[config.mk]
export PLATFORM = sky130hd
export DESIGN_NAME = div
export DESIGN_NICKNAME = d
export VERILOG_FILES = /design/src/rtl/m_ext_pkg.sv /design/src/rtl/div_step.sv /design/src/rtl/div.sv
export SDC_FILE = /design/constraint.sdc
export NUM_CORES = 1
export LEC_CHECK = 0
export ABC_AREA = 1
export CAP_MARGIN = 20
export CORE_MARGIN = 2
export CORE_UTILIZATION = 45
export DETAILED_ROUTE_END_ITERATION = 10
export DONT_BUFFER_PORTS = 1
export PLACE_DENSITY = 0.71
export SETUP_SLACK_MARGIN = 0.1
export SLEW_MARGIN = 30
export SYNTH_ARGS = -nofsm -noshare
export SYNTH_HDL_FRONTEND = slang
export SYNTH_SLANG_ARGS = --single-unit
[constraint.sdc]
create_clock -name clk -period 6 [get_ports clk]
set_input_delay 1.2 -clock clk [delete_from_list [all_inputs] [get_ports clk]]
set_output_delay 1.2 -clock clk [all_outputs]
set_load 0.05 [all_outputs]
[src/rtl/m_ext_pkg.sv]
// rtl/m_ext_pkg.sv - shared RV32M definitions for the multiplier and divider
//   funct3 codes for MUL*/DIV*/REM*, divider FSM state encoding, iteration count.
package m_ext_pkg;

  // funct3 codes of the RV32M instructions
  localparam logic [2:0] INST_MUL    = 3'b000;
  localparam logic [2:0] INST_MULH   = 3'b001;
  localparam logic [2:0] INST_MULHSU = 3'b010;
  localparam logic [2:0] INST_MULHU  = 3'b011;
  localparam logic [2:0] INST_DIV    = 3'b100;
  localparam logic [2:0] INST_DIVU   = 3'b101;
  localparam logic [2:0] INST_REM    = 3'b110;
  localparam logic [2:0] INST_REMU   = 3'b111;

  // One quotient bit per CALC cycle
  localparam int DIV_ITER = 32;

  typedef enum logic [2:0] {
    DIV_IDLE = 3'd0,
    DIV_CALC = 3'd1,
    DIV_FIX  = 3'd2,
    DIV_DONE = 3'd3,
    DIV_HOLD = 3'd4
  } div_state_e;

endpackage

[src/rtl/div_step.sv]
// rtl/div_step.sv - combinational single radix-2 restoring division step
//   rem_i/quo_i : current partial remainder and quotient/dividend shift register
//   dvsr_i      : divisor magnitude
//   rem_o/quo_o : values after one shift + trial subtract
module div_step #(
  parameter int size = 32
) (
  input  logic [size-1:0] rem_i,
  input  logic [size-1:0] quo_i,
  input  logic [size-1:0] dvsr_i,
  output logic [size-1:0] rem_o,
  output logic [size-1:0] quo_o
);

  logic [size:0] shifted_w;
  logic [size:0] diff_w;

  // rem < divisor always holds, so the shifted value is < 2*divisor and a
  // non-negative difference always fits in size bits; the top bit of the
  // size+1 bit difference is therefore a clean borrow flag.
  assign shifted_w = {rem_i, quo_i[size-1]};
  assign diff_w    = shifted_w - {1'b0, dvsr_i};

  always_comb begin
    if (diff_w[size]) begin
      rem_o = shifted_w[size-1:0];
      quo_o = {quo_i[size-2:0], 1'b0};
    end else begin
      rem_o = diff_w[size-1:0];
      quo_o = {quo_i[size-2:0], 1'b1};
    end
  end

endmodule

[src/rtl/div.sv]
// rtl/div.sv - iterative RV32M divider (DIV/DIVU/REM/REMU), one quotient bit per clock
//   clk, rst_n : clock, asynchronous active-low reset
//   op1, op2   : dividend, divisor (stable while start is high)
//   op         : funct3; 0xx codes divide as DIVU
//   start      : level request, held until done is seen
//   result     : quotient or remainder, held until next launch
//   done       : one-cycle completion pulse
module div
  import m_ext_pkg::*;
#(
  parameter int size = 32
) (
  input  logic            clk,
  input  logic            rst_n,
  input  logic [size-1:0] op1,
  input  logic [size-1:0] op2,
  input  logic [2:0]      op,
  input  logic            start,
  output logic [size-1:0] result,
  output logic            done
);

  localparam logic [5:0] CNT_LAST = 6'(DIV_ITER - 1);

  div_state_e      state_q, state_d;
  logic [2:0]      op_q, op_d;
  logic            neg1_q, neg1_d;
  logic            neg2_q, neg2_d;
  logic [size-1:0] rem_q, rem_d;
  logic [size-1:0] quo_q, quo_d;
  logic [size-1:0] dvsr_q, dvsr_d;
  logic [5:0]      cnt_q, cnt_d;
  logic [size-1:0] result_q, result_d;
  logic            done_q, done_d;

  // Launch-time decode of the live inputs
  logic            in_signed, in_rem, in_neg1, in_neg2, in_div0, in_ovf;
  logic [size-1:0] in_mag1, in_mag2;

  assign in_signed = op[2] & ~op[0];
  assign in_rem    = op[2] & op[1];
  assign in_neg1   = in_signed & op1[size-1];
  assign in_neg2   = in_signed & op2[size-1];
  assign in_mag1   = in_neg1 ? -op1 : op1;
  assign in_mag2   = in_neg2 ? -op2 : op2;
  assign in_div0   = (op2 == '0);
  assign in_ovf    = in_signed && (op1 == {1'b1, {(size-1){1'b0}}}) && (op2 == '1);

  // Decode of the latched operation for the sign fix-up
  logic q_rem;
  assign q_rem = op_q[2] & op_q[1];

  logic [size-1:0] step_rem, step_quo;

  div_step #(.size(size)) u_step (
    .rem_i  (rem_q),
    .quo_i  (quo_q),
    .dvsr_i (dvsr_q),
    .rem_o  (step_rem),
    .quo_o  (step_quo)
  );

  always_comb begin
    state_d  = state_q;
    op_d     = op_q;
    neg1_d   = neg1_q;
    neg2_d   = neg2_q;
    rem_d    = rem_q;
    quo_d    = quo_q;
    dvsr_d   = dvsr_q;
    cnt_d    = cnt_q;
    result_d = result_q;
    done_d   = 1'b0;

    unique case (state_q)
      DIV_IDLE: begin
        if (start) begin
          op_d   = op;
          neg1_d = in_neg1;
          neg2_d = in_neg2;
          rem_d  = '0;
          quo_d  = in_mag1;
          dvsr_d = in_mag2;
          cnt_d  = '0;
          if (in_div0) begin
            result_d = in_rem ? op1 : '1;
            state_d  = DIV_DONE;
          end else if (in_ovf) begin
            // Quotient of the most-negative value by -1 wraps to itself
            result_d = in_rem ? '0 : op1;
            state_d  = DIV_DONE;
          end else begin
            state_d  = DIV_CALC;
          end
        end
      end

      DIV_CALC: begin
        if (!start) begin
          state_d = DIV_IDLE;
        end else begin
          rem_d = step_rem;
          quo_d = step_quo;
          cnt_d = cnt_q + 6'd1;
          if (cnt_q == CNT_LAST) state_d = DIV_FIX;
        end
      end

      DIV_FIX: begin
        if (!start) begin
          state_d = DIV_IDLE;
        end else begin
          // neg flags are only ever set for signed ops
          if (q_rem) result_d = neg1_q ? -rem_q : rem_q;
          else       result_d = (neg1_q ^ neg2_q) ? -quo_q : quo_q;
          state_d = DIV_DONE;
        end
      end

      DIV_DONE: begin
        done_d  = 1'b1;
        state_d = DIV_HOLD;
      end

      DIV_HOLD: begin
        if (!start) state_d = DIV_IDLE;
      end

      default: state_d = DIV_IDLE;
    endcase
  end

  always_ff @(posedge clk or negedge rst_n) begin
    if (!rst_n) begin
      state_q  <= DIV_IDLE;
      op_q     <= '0;
      neg1_q   <= 1'b0;
      neg2_q   <= 1'b0;
      rem_q    <= '0;
      quo_q    <= '0;
      dvsr_q   <= '0;
      cnt_q    <= '0;
      result_q <= '0;
      done_q   <= 1'b0;
    end else begin
      state_q  <= state_d;
      op_q     <= op_d;
      neg1_q   <= neg1_d;
      neg2_q   <= neg2_d;
      rem_q    <= rem_d;
      quo_q    <= quo_d;
      dvsr_q   <= dvsr_d;
      cnt_q    <= cnt_d;
      result_q <= result_d;
      done_q   <= done_d;
    end
  end

  assign result = result_q;
  assign done   = done_q;

endmodule

==> impl_metrics.tcl, run 1 <==
set metrics [dict create \
    synth-seq-cells 142 \
    grt_overflow_total 0 \
    drtAntennaViolNets 0 \
    die_y_um 180 \
    rows 64 \
    syn_to_final_growth_pct 5.19 \
    ios 103 \
    gp_congestion 0.975 \
    synth_area_leaders "dfrtp_1, nand2_1, nand3_1" \
    wl_per_cell_um 16.3 \
    r2r-start "state_q[2]" \
    numCtsBuffers 17 \
    syn_area_mm2 0.0139 \
    nets 2406 \
    antenna_found_initial 0 \
    via_per_inst 5.48 \
    hold_violations 0 \
    maxCapViolations 0 \
    die_x_um 180 \
    num_vias 14800 \
    first_global_vias 13600 \
    cts.clk_slew.worst_paths_ns 0.07 \
    critPathArrivalTime_ns 4.01 \
    ctsHoldBuffers 0 \
    initial_core_util_pct 45.5 \
    dp_hpwl_mm 34.4 \
    leakage_nw 7.93 \
    post_cts_buffers 0 \
    rsz0062_at_grt "false" \
    grt_util_all_layers_pct 26.8 \
    required_ns 6.32 \
    worstMarginPinSlew_ns 0.929 \
    fin_crit_sh_pct 61.5 \
    root_buffer "clkbuf_16" \
    fin_tns_setup_ns 0 \
    slew_headroom_pct 37.9 \
    clock-sinks 142 \
    syn-instance-count 2343 \
    p_per_area_mw_per_mm2 444 \
    synth_nets 2452 \
    drive_gt1_share_pct 5.98 \
    core_mm2 0.0305 \
    ys_warn_count 0 \
    syn_area_per_cell_um2 5.92 \
    drc 0 \
    critical_path_class "primary input to flip-flop" \
    htree_levels 4 \
    setup_viol 0 \
    synth_top_area_share_pct 25.6 \
    drt_iter0_markers 1438 \
    clockBufferDepth 2 \
    clk_latency_ns 0.44 \
    grt_pass1_wl_mm 70.6 \
    seq_area_frac_synth_pct 25.6 \
    synth.distinct_cells 48 \
    routed_wl_mm 44.2 \
    max_freq_mhz 271 \
    crit_start "op2[1]" \
    yosysTopAreaCell "dfrtp_1" \
    finalCriticalPeriod_ns 3.69 \
    fin_skew_ns 0.0172 \
    start_kind "primary input" \
    hold_path.class "primary input to async pin" \
    cts.repair.resized 0 \
    io_buffers 0 \
    path_max_fanout 32 \
    status "finished clean" \
    ir_drop_uv 409 \
    power_w 0.00648 \
    cts_tree "built" \
    grt_max_degree 143 \
    dr.pass1.iters 6 \
    maxSlewViolCount 0 \
    crit_path_end_kind "flip-flop" \
    die_area_mm2 0.0323 \
]
==> logic make-up (layout without fill, tap and decap cells) <==
| logic type | after synthesis | in the layout | share of synthesized area (%) |
|---|---|---|---|
| buffers and inverters | 391 | 357 | 11.6 |
| muxes | 1 | 1 | 0.0811 |
| adders and majority gates | 39 | 39 | 3.57 |
| other | 0 | 1 | 0 |
| and+or+nand+nor | 1429 | 1429 | 44.5 |
| DFF | 142 | 142 | 25.6 |
| AOI/OAI and AO/OA | 290 | 290 | 11.3 |
| xor gates and xnor gates | 51 | 51 | 3.22 |
==> path summary, 6_finish.rpt <==
| kind | slack [ns] | end | depth (start not counted) |
|---|---|---|---|
| max in group asynchronous | 5.20 | rem_q[14] | 0 |
| hold reg to reg | 0.47 | op_q[1] | 2 |
| setup reg to reg | 3.20 | state_q[0] | 10 |
| setup / recovery | 2.31 | result[9] | 11 |
| min in group clk | 0.47 | op_q[1] | 2 |
| hold / removal | 0.46 | result[6] | 0 |
==> routing by layer <==
layer | up-vias | global-route usage [%] | routed length, µm
met5 | - | 0 | 0
met4 | 0 | 10.1 | 1520
met3 | 96 | 3.40 | 2940
met2 | 545 | 44.0 | 20500
met1 | 6828 | 36.2 | 19300
li1 | 7347 | - | -
==> sequential cells by signal (all words and copies together), names as in the netlist <==
name	count
dvsr_q	32
quo_q	32
rem_q	32
result	32
cnt_q	6
state_q	3
op_q	2
done	1
neg1_q	1
neg2_q	1
==> synth_stat cells, drive strengths merged <==
master  number
o211ai      15
a22o         1
and2         4
buf         35
nor3        19
a31oi        1
o21ai      170
or2          2
nor4         2
a21o         2
a21oi       82
o22ai        2
xor2        38
fa           1
nor2       216
nand3      292
mux2         1
dfrtp      142
ha          38
inv        316
xnor2       13
o31ai        2
nand4       28
clkbuf      40
nand3b       7
o21bai      14
and3         3
nand2      856
a21boi       1
==> critical path, cell delays in order <==
cell	delay [ns]
inv_1	0.07
ha_1	0.21
nand4_2	0.20
nor3_4	0.23
nand4_2	0.72
nand2_1	0.39
nand2_2	0.12
nand2_4	0.32
inv_2	0.32
nand2_1	0.14
o21ai_1	0.07
==> cell usage in the layout (no fill, tap or decap), types with 18 or more instances in the layout <==
| cell type | count |
|---|---|
| a21oi_1 | 78 |
| dfrtp_1 | 142 |
| nand2_2 | 31 |
| nand2_1 | 819 |
| xor2_1 | 38 |
| inv_1 | 298 |
| inv_2 | 18 |
| nand4_1 | 26 |
| nor2_1 | 200 |
| nand3_1 | 277 |
| ha_1 | 38 |
| o21ai_0 | 158 |
==> stage by stage <==
step                      utilization (%)  cells  area [µm²]  hold slack [ns]  worst slack (ns)
after floorplan                         -   2343       13900            0.442              3.39
after CTS                            47.8   2705       14600            0.447              2.39
after global routing                 47.9   2705       14600            0.443              1.99
after global placement               46.0   2674       14000            0.457              2.09
after detailed placement             46.0   2674       14000            0.458              1.93
final                                47.9   2706       14600            0.457              2.31
==> area by class of cell <==
type | count | area [µm²]
well taps | 396 | 495
inverters | 316 | 1190
multi-input cells | 1810 | 8720
clock buffers | 19 | 433
repair buffers | 10 | 75.1
fillers | 3239 | 15900
clock inverters | 12 | 138
diodes | 1 | 2.50
flip-flops and latches | 142 | 3550
==> where the power goes <==
group | switching [W] | total (W) | internal [W]
logic | 0.00240 | 0.00344 | 0.00104
registers | 0.000662 | 0.00197 | 0.00131
clock network | 0.000461 | 0.00108 | 0.000615
total | 0.00353 | 0.00648 | 0.00296
No activity file was read; power rests on OpenSTA's default activity.
==> run 2: changes to the inputs <==
--- a/config.mk
+++ b/config.mk
@@ -11,7 +11,7 @@
 export CORE_UTILIZATION = 45
 export DETAILED_ROUTE_END_ITERATION = 10
 export DONT_BUFFER_PORTS = 1
-export PLACE_DENSITY = 0.71
+export PLACE_DENSITY = 0.73
 export SETUP_SLACK_MARGIN = 0.1
 export SLEW_MARGIN = 30
 export SYNTH_ARGS = -nofsm -noshare
==> constraint.sdc (replaced) <==
create_clock -name clk -period 3.35 [get_ports clk]
set_input_delay 0.67 -clock clk [delete_from_list [all_inputs] [get_ports clk]]
set_output_delay 0.67 -clock clk [all_outputs]
set_load 0.05 [all_outputs]
==> impl_metrics.tcl, run 2 (synthesis gave the netlist of run 1 again) <==
set metrics [dict create \
    status "finished, violations left" \
    violations "hold timing" \
    numCtsBuffers 17 \
    fin_skew_ns 0.0244 \
    core_mm2 0.0305 \
    die_area_mm2 0.0323 \
    required_ns 3.71 \
    syn_to_final_growth_pct 5.97 \
    wl_per_cell_um 16.9 \
    die_x_um 180 \
    final_cell_mix "nand2_1, inv_1, nand3_1" \
    maxCapViolations 0 \
    critPathArrivalTime_ns 3.11 \
    rsz0062_at_grt "false" \
    routed_wl_mm 45.9 \
    hold_path.class "primary input to async pin" \
    cts_tree "built" \
    fin_crit_sh_pct 82.2 \
    leakage_nw 8.00 \
    p_seq_share_pct 29.7 \
    start_kind "flip-flop" \
    setup_viol 0 \
    p_int_w 0.00538 \
    drc 0 \
    fin_util_pct 48.2 \
    max_freq_mhz 363 \
    antenna_found_initial 0 \
    first_global_vias 13600 \
    worstMarginPinSlew_ns 0.868 \
    drtAntennaViolNets 0 \
    io_buffers 0 \
    p_per_area_mw_per_mm2 806 \
    clockBufferDepth 2 \
    rows 64 \
    hold_violations 140 \
    drive_gt1_share_pct 6.30 \
    fin_cells 2715 \
    cts.clk_slew.worst_paths_ns 0.08 \
    clk_latency_ns 0.44 \
    die_y_um 180 \
    path_max_fanout 28 \
    finalCriticalPeriod_ns 2.75 \
    p_comb_share_pct 52.9 \
    dr.pass1.iters 6 \
    critical_path_class "flip-flop to flip-flop" \
    grt_util_all_layers_pct 27.9 \
    dp.cells 2683 \
    root_buffer "clkbuf_16" \
    fin_tns_setup_ns 0 \
    grt_overflow_total 0 \
    ios 103 \
    final_common_cell "nand2_1" \
    cts.repair.resized 0 \
    antenna_cells 0 \
    clock-sinks 142 \
    htree_levels 4 \
    hold_slack_ns -0.0847 \
    gp_congestion 0.949 \
    post_cts_buffers 0 \
    swShare_pct 54.7 \
    worst-r2r-setup-slack_ns 0.60 \
    slew_headroom_pct 41.5 \
    maxSlewViolCount 0 \
    crit_path_end_kind "flip-flop" \
    p_sw_w 0.00648 \
    fillers 3220 \
    grt_pass1_wl_mm 72.6 \
    dp_hpwl_mm 36.1 \
    drt_iter0_markers 1261 \
    ir_drop_uv 683 \
    via_per_inst 5.51 \
    nets 2415 \
    initial_core_util_pct 45.5 \
    grt_max_degree 143 \
    p_clk_share_pct 17.4 \
    num_vias 15000 \
]
-- run 2: changes by cell type in the layout (fill, tap and decap cells not counted), moves of 2 or more --
cell,delta
buf_4,+9
clkbuf_1,-2
clkinv_2,-3
inv_1,+3
inv_2,-3
inv_6,+3
inv_8,+3
-- run 2: area by class of cell --
cell class | instances | area (µm²) | area share (%)
Inverter | 316 | 1190 | 8.06
Clock buffer | 17 | 425 | 2.89
Sequential cell | 142 | 3550 | 24.2
Tap cell | 396 | 495 | 3.37
Clock inverter | 15 | 190 | 1.29
Multi-Input combinational cell | 1810 | 8720 | 59.3
Timing Repair Buffer | 19 | 143 | 0.970
-- run 2: path summary, 6_finish.rpt --
path / end / from / depth (start not counted)
worst max-delay path: rem_q[31] / dvsr_q[0] / 15
worst min-delay path: result[28] / rst_n / 0
worst max register to register: rem_q[31] / dvsr_q[0] / 15
worst min register to register: quo_q[0] / quo_q[0] / 2
max in group asynchronous: quo_q[19] / rst_n / 0
min in group clk: op_q[1] / op[1] / 2
-- run 2: power groups by stage --
stage          logic [W]  clock network, W  registers, W
2_1_floorplan    0.00468                 0       0.00337
3_3_place_gp     0.00602                 0       0.00352
3_5_place_dp     0.00615                 0       0.00353
4_1_cts          0.00618           0.00208       0.00351
5_1_grt          0.00701           0.00216       0.00358
6_report         0.00628           0.00206       0.00352
-- run 2: worst max-delay path: stages, from the launching register on --
cell	delay, ns
dfrtp_1	0.49
ha_1	0.28
fa_1	0.43
inv_1	0.10
nand2_1	0.05
nand2_1	0.07
nand3_1	0.09
nand2_2	0.13
nand2_2	0.08
nand2_4	0.07
nand2_4	0.07
nand3_4	0.28
nand2_8	0.23
nand2_1	0.13
nand3_1	0.07
nand2_1	0.09
-- run 2: metal layers --
layer  up-vias  track usage (%)  part of all wire (%)
met5         -                0                     0
met4         0             10.5                   3.1
met3        84             3.67                   6.6
met2       558             44.6                    46
met1      6950             38.6                    45
li1       7380                -                     -
-- run 2: metrics by stage --
stage	power (W)	setup WS, ns	instance area [µm²]
4_1_cts	0.0118	0.675	14700
6_report	0.0119	0.598	14700
2_1_floorplan	0.00805	1.16	13900
3_3_place_gp	0.00954	0.596	14100
5_1_grt	0.0127	0.506	14700
3_5_place_dp	0.00968	0.524	14100
==> run 3: changes to the inputs <==
==> constraint.sdc (replaced) <==
create_clock -name clk -period 2.33 [get_ports clk]
set_input_delay 0.466 -clock clk [delete_from_list [all_inputs] [get_ports clk]]
set_output_delay 0.466 -clock clk [all_outputs]
set_load 0.05 [all_outputs]
==> impl_metrics.tcl, run 3 (synthesis gave the netlist of run 1 again) <==
set metrics [dict create \
    fin_skew_ns 0.0151 \
    critPathSlowestCell "dfrtp_1" \
    timing.critical_path.mode_cell "nand2_1" \
    max_stage_delay_ns 0.39 \
    rows 64 \
    swShare_pct 52.9 \
    via_per_inst 5.59 \
    slew_headroom_pct 46.5 \
    clock-sinks 142 \
    core_mm2 0.0305 \
    maxCapViolations 0 \
    drt_iter0_markers 1843 \
    cp_cell_sequence "inv_1 -> ha_4 -> nand2_1 -> inv_1 -> nand2_1 -> nand2_1 -> a21oi_2 -> nand2_4 -> nand2_8 -> nand3_4 -> buf_12 -> nand2_4 -> nand2_1 -> nand3_1 -> nand2_1" \
    wl_per_cell_um 17.5 \
    dr.pass1.iters 6 \
    gp_congestion 0.977 \
    leakage_nw 8.64 \
    p_per_area_mw_per_mm2 1120 \
    antenna_cells 0 \
    drc 0 \
    io_buffers 0 \
    cts_tree "built" \
    critical_path_class "flip-flop to flip-flop" \
    setup_viol 0 \
    path_max_fanout 7 \
    finalCriticalPeriod_ns 2.27 \
    rsz0062_at_grt "true" \
    final_common_cell "nand2_1" \
    grt_overflow_total 0 \
    htree_levels 4 \
    p_seq_share_pct 27.9 \
    r2r_cells 15 \
    clk_latency_ns 0.44 \
    cts.clk_slew.worst_paths_ns 0.07 \
    syn_to_final_growth_pct 17.1 \
    hold_slack_ns -0.289 \
    required_ns 2.65 \
    initial_core_util_pct 45.5 \
    drive_gt1_share_pct 13.9 \
    ios 103 \
    worst-r2r-setup-slack_ns 0.06 \
    numCtsBuffers 17 \
    dp.cells 2753 \
    maxSlewViolCount 0 \
    start_kind "flip-flop" \
    root_buffer "clkbuf_16" \
    fin_cells 2804 \
    die_x_um 180 \
    drtAntennaViolNets 0 \
    final_cell_mix "nand2_1, inv_1, nand3_1" \
    max_freq_mhz 440 \
    fillers 3016 \
    die_area_mm2 0.0323 \
    antenna_found_initial 0 \
    grt_pass1_wl_mm 74.9 \
    first_global_vias 14200 \
    grt_util_all_layers_pct 29.0 \
    p_int_w 0.00855 \
    r2r-start "dvsr_q[11]" \
    hold_violations 142 \
    fin_crit_sh_pct 97.5 \
    crit_path_end_kind "flip-flop" \
    status "finished, violations left" \
    pre_cts_slack_ns 0.00953 \
    worst_slack_ns 0.0578 \
    nets 2505 \
    r2r-end "rem_q[31]" \
    grt_max_degree 143 \
    num_vias 15700 \
    dp_hpwl_mm 37.1 \
    worstMarginPinSlew_ns 0.795 \
    ir_drop_uv 979 \
    critPathArrivalTime_ns 2.59 \
    hold_path.class "primary input to async pin" \
    p_sw_w 0.00962 \
    die_y_um 180 \
    p_comb_share_pct 55.6 \
    clockBufferDepth 2 \
    violations "hold timing" \
    routed_wl_mm 48.9 \
    p_clk_share_pct 16.5 \
]
run 3: changes by cell type in the layout (fill, tap and decap cells not counted), sizes merged:
cell,change
buf,+82
bufinv,+1
clkbuf,+5
clkinv,-2
clkinvlp,+1
inv,-2
nand2,+4
run 3: worst max-delay path by stage:
stage / cells past startpoint / start / to / slack [ns]
5_1_grt: 15 / rem_q[16] / rem_q[19] / -0.02
3_5_place_dp: 17 / quo_q[31] / rem_q[7] / 0.01
4_1_cts: 13 / dvsr_q[27] / rem_q[16] / 0.09
2_1_floorplan: 18 / quo_q[31] / rem_q[16] / 0.14
3_3_place_gp: 16 / quo_q[31] / rem_q[31] / 0.07
6_report: 15 / dvsr_q[11] / rem_q[31] / 0.06
run 3: layout make-up:
| class | instances | area (µm²) | share of cell area [%] |
|---|---|---|---|
| multi-input cells | 1814 | 9380 | 57.7 |
| flip-flops and latches | 142 | 3560 | 21.9 |
| inverters | 316 | 1190 | 7.30 |
| repair buffers | 105 | 1010 | 6.24 |
| well taps | 396 | 495 | 3.05 |
| clock buffers | 18 | 439 | 2.70 |
| clock inverters | 13 | 178 | 1.09 |
run 3: layer usage:
metal  wire, µm  vias up  global-route usage (%)
met5          0        -                       0
met4       2170        0                    12.8
met3       3860      136                    4.23
met2      22100      709                    45.5
met1      20800     7267                    39.6
li1           -     7568                       -
run 3: power groups by stage:
stage	registers (W)	clock network, W	logic, W
after floorplan	0.00484	0	0.00673
after global placement	0.00503	0	0.00908
after detailed placement	0.00505	0	0.00924
after CTS	0.00502	0.00300	0.00948
after global routing	0.00516	0.00310	0.0112
final	0.00507	0.00299	0.0101
run 3: repair_timing:
| item | in CTS | in global routing |
|---|---|---|
| hold endpoints to repair | 142 | 142 |
| gates cloned | 2 | 7 |
| buffers inserted | 5 | 6 |
| setup endpoints to repair | 33 | 45 |
| pin swaps | 4 | 45 |
| resized for setup | 33 | 102 |
run 3: through the flow:
step           total power (W)  instance area [µm²]  TNS, ns  util (%)
4_1_cts                 0.0175                15600        0      51.1
3_5_place_dp            0.0143                14700        0      48.1
2_1_floorplan           0.0116                13900        0         -
6_report                0.0182                16200        0      53.3
3_3_place_gp            0.0141                14700        0      48.1
5_1_grt                 0.0195                16200   -0.107      53.3
run 3: critical path: cells and delay by family (launching register included):
family / cells / cell delay, ns
and+or+nand+nor: 10 / 0.90
buffers and inverters: 3 / 0.40
DFF: 1 / 0.39
adders and majority gates: 1 / 0.24
AOI/OAI and AO/OA: 1 / 0.21
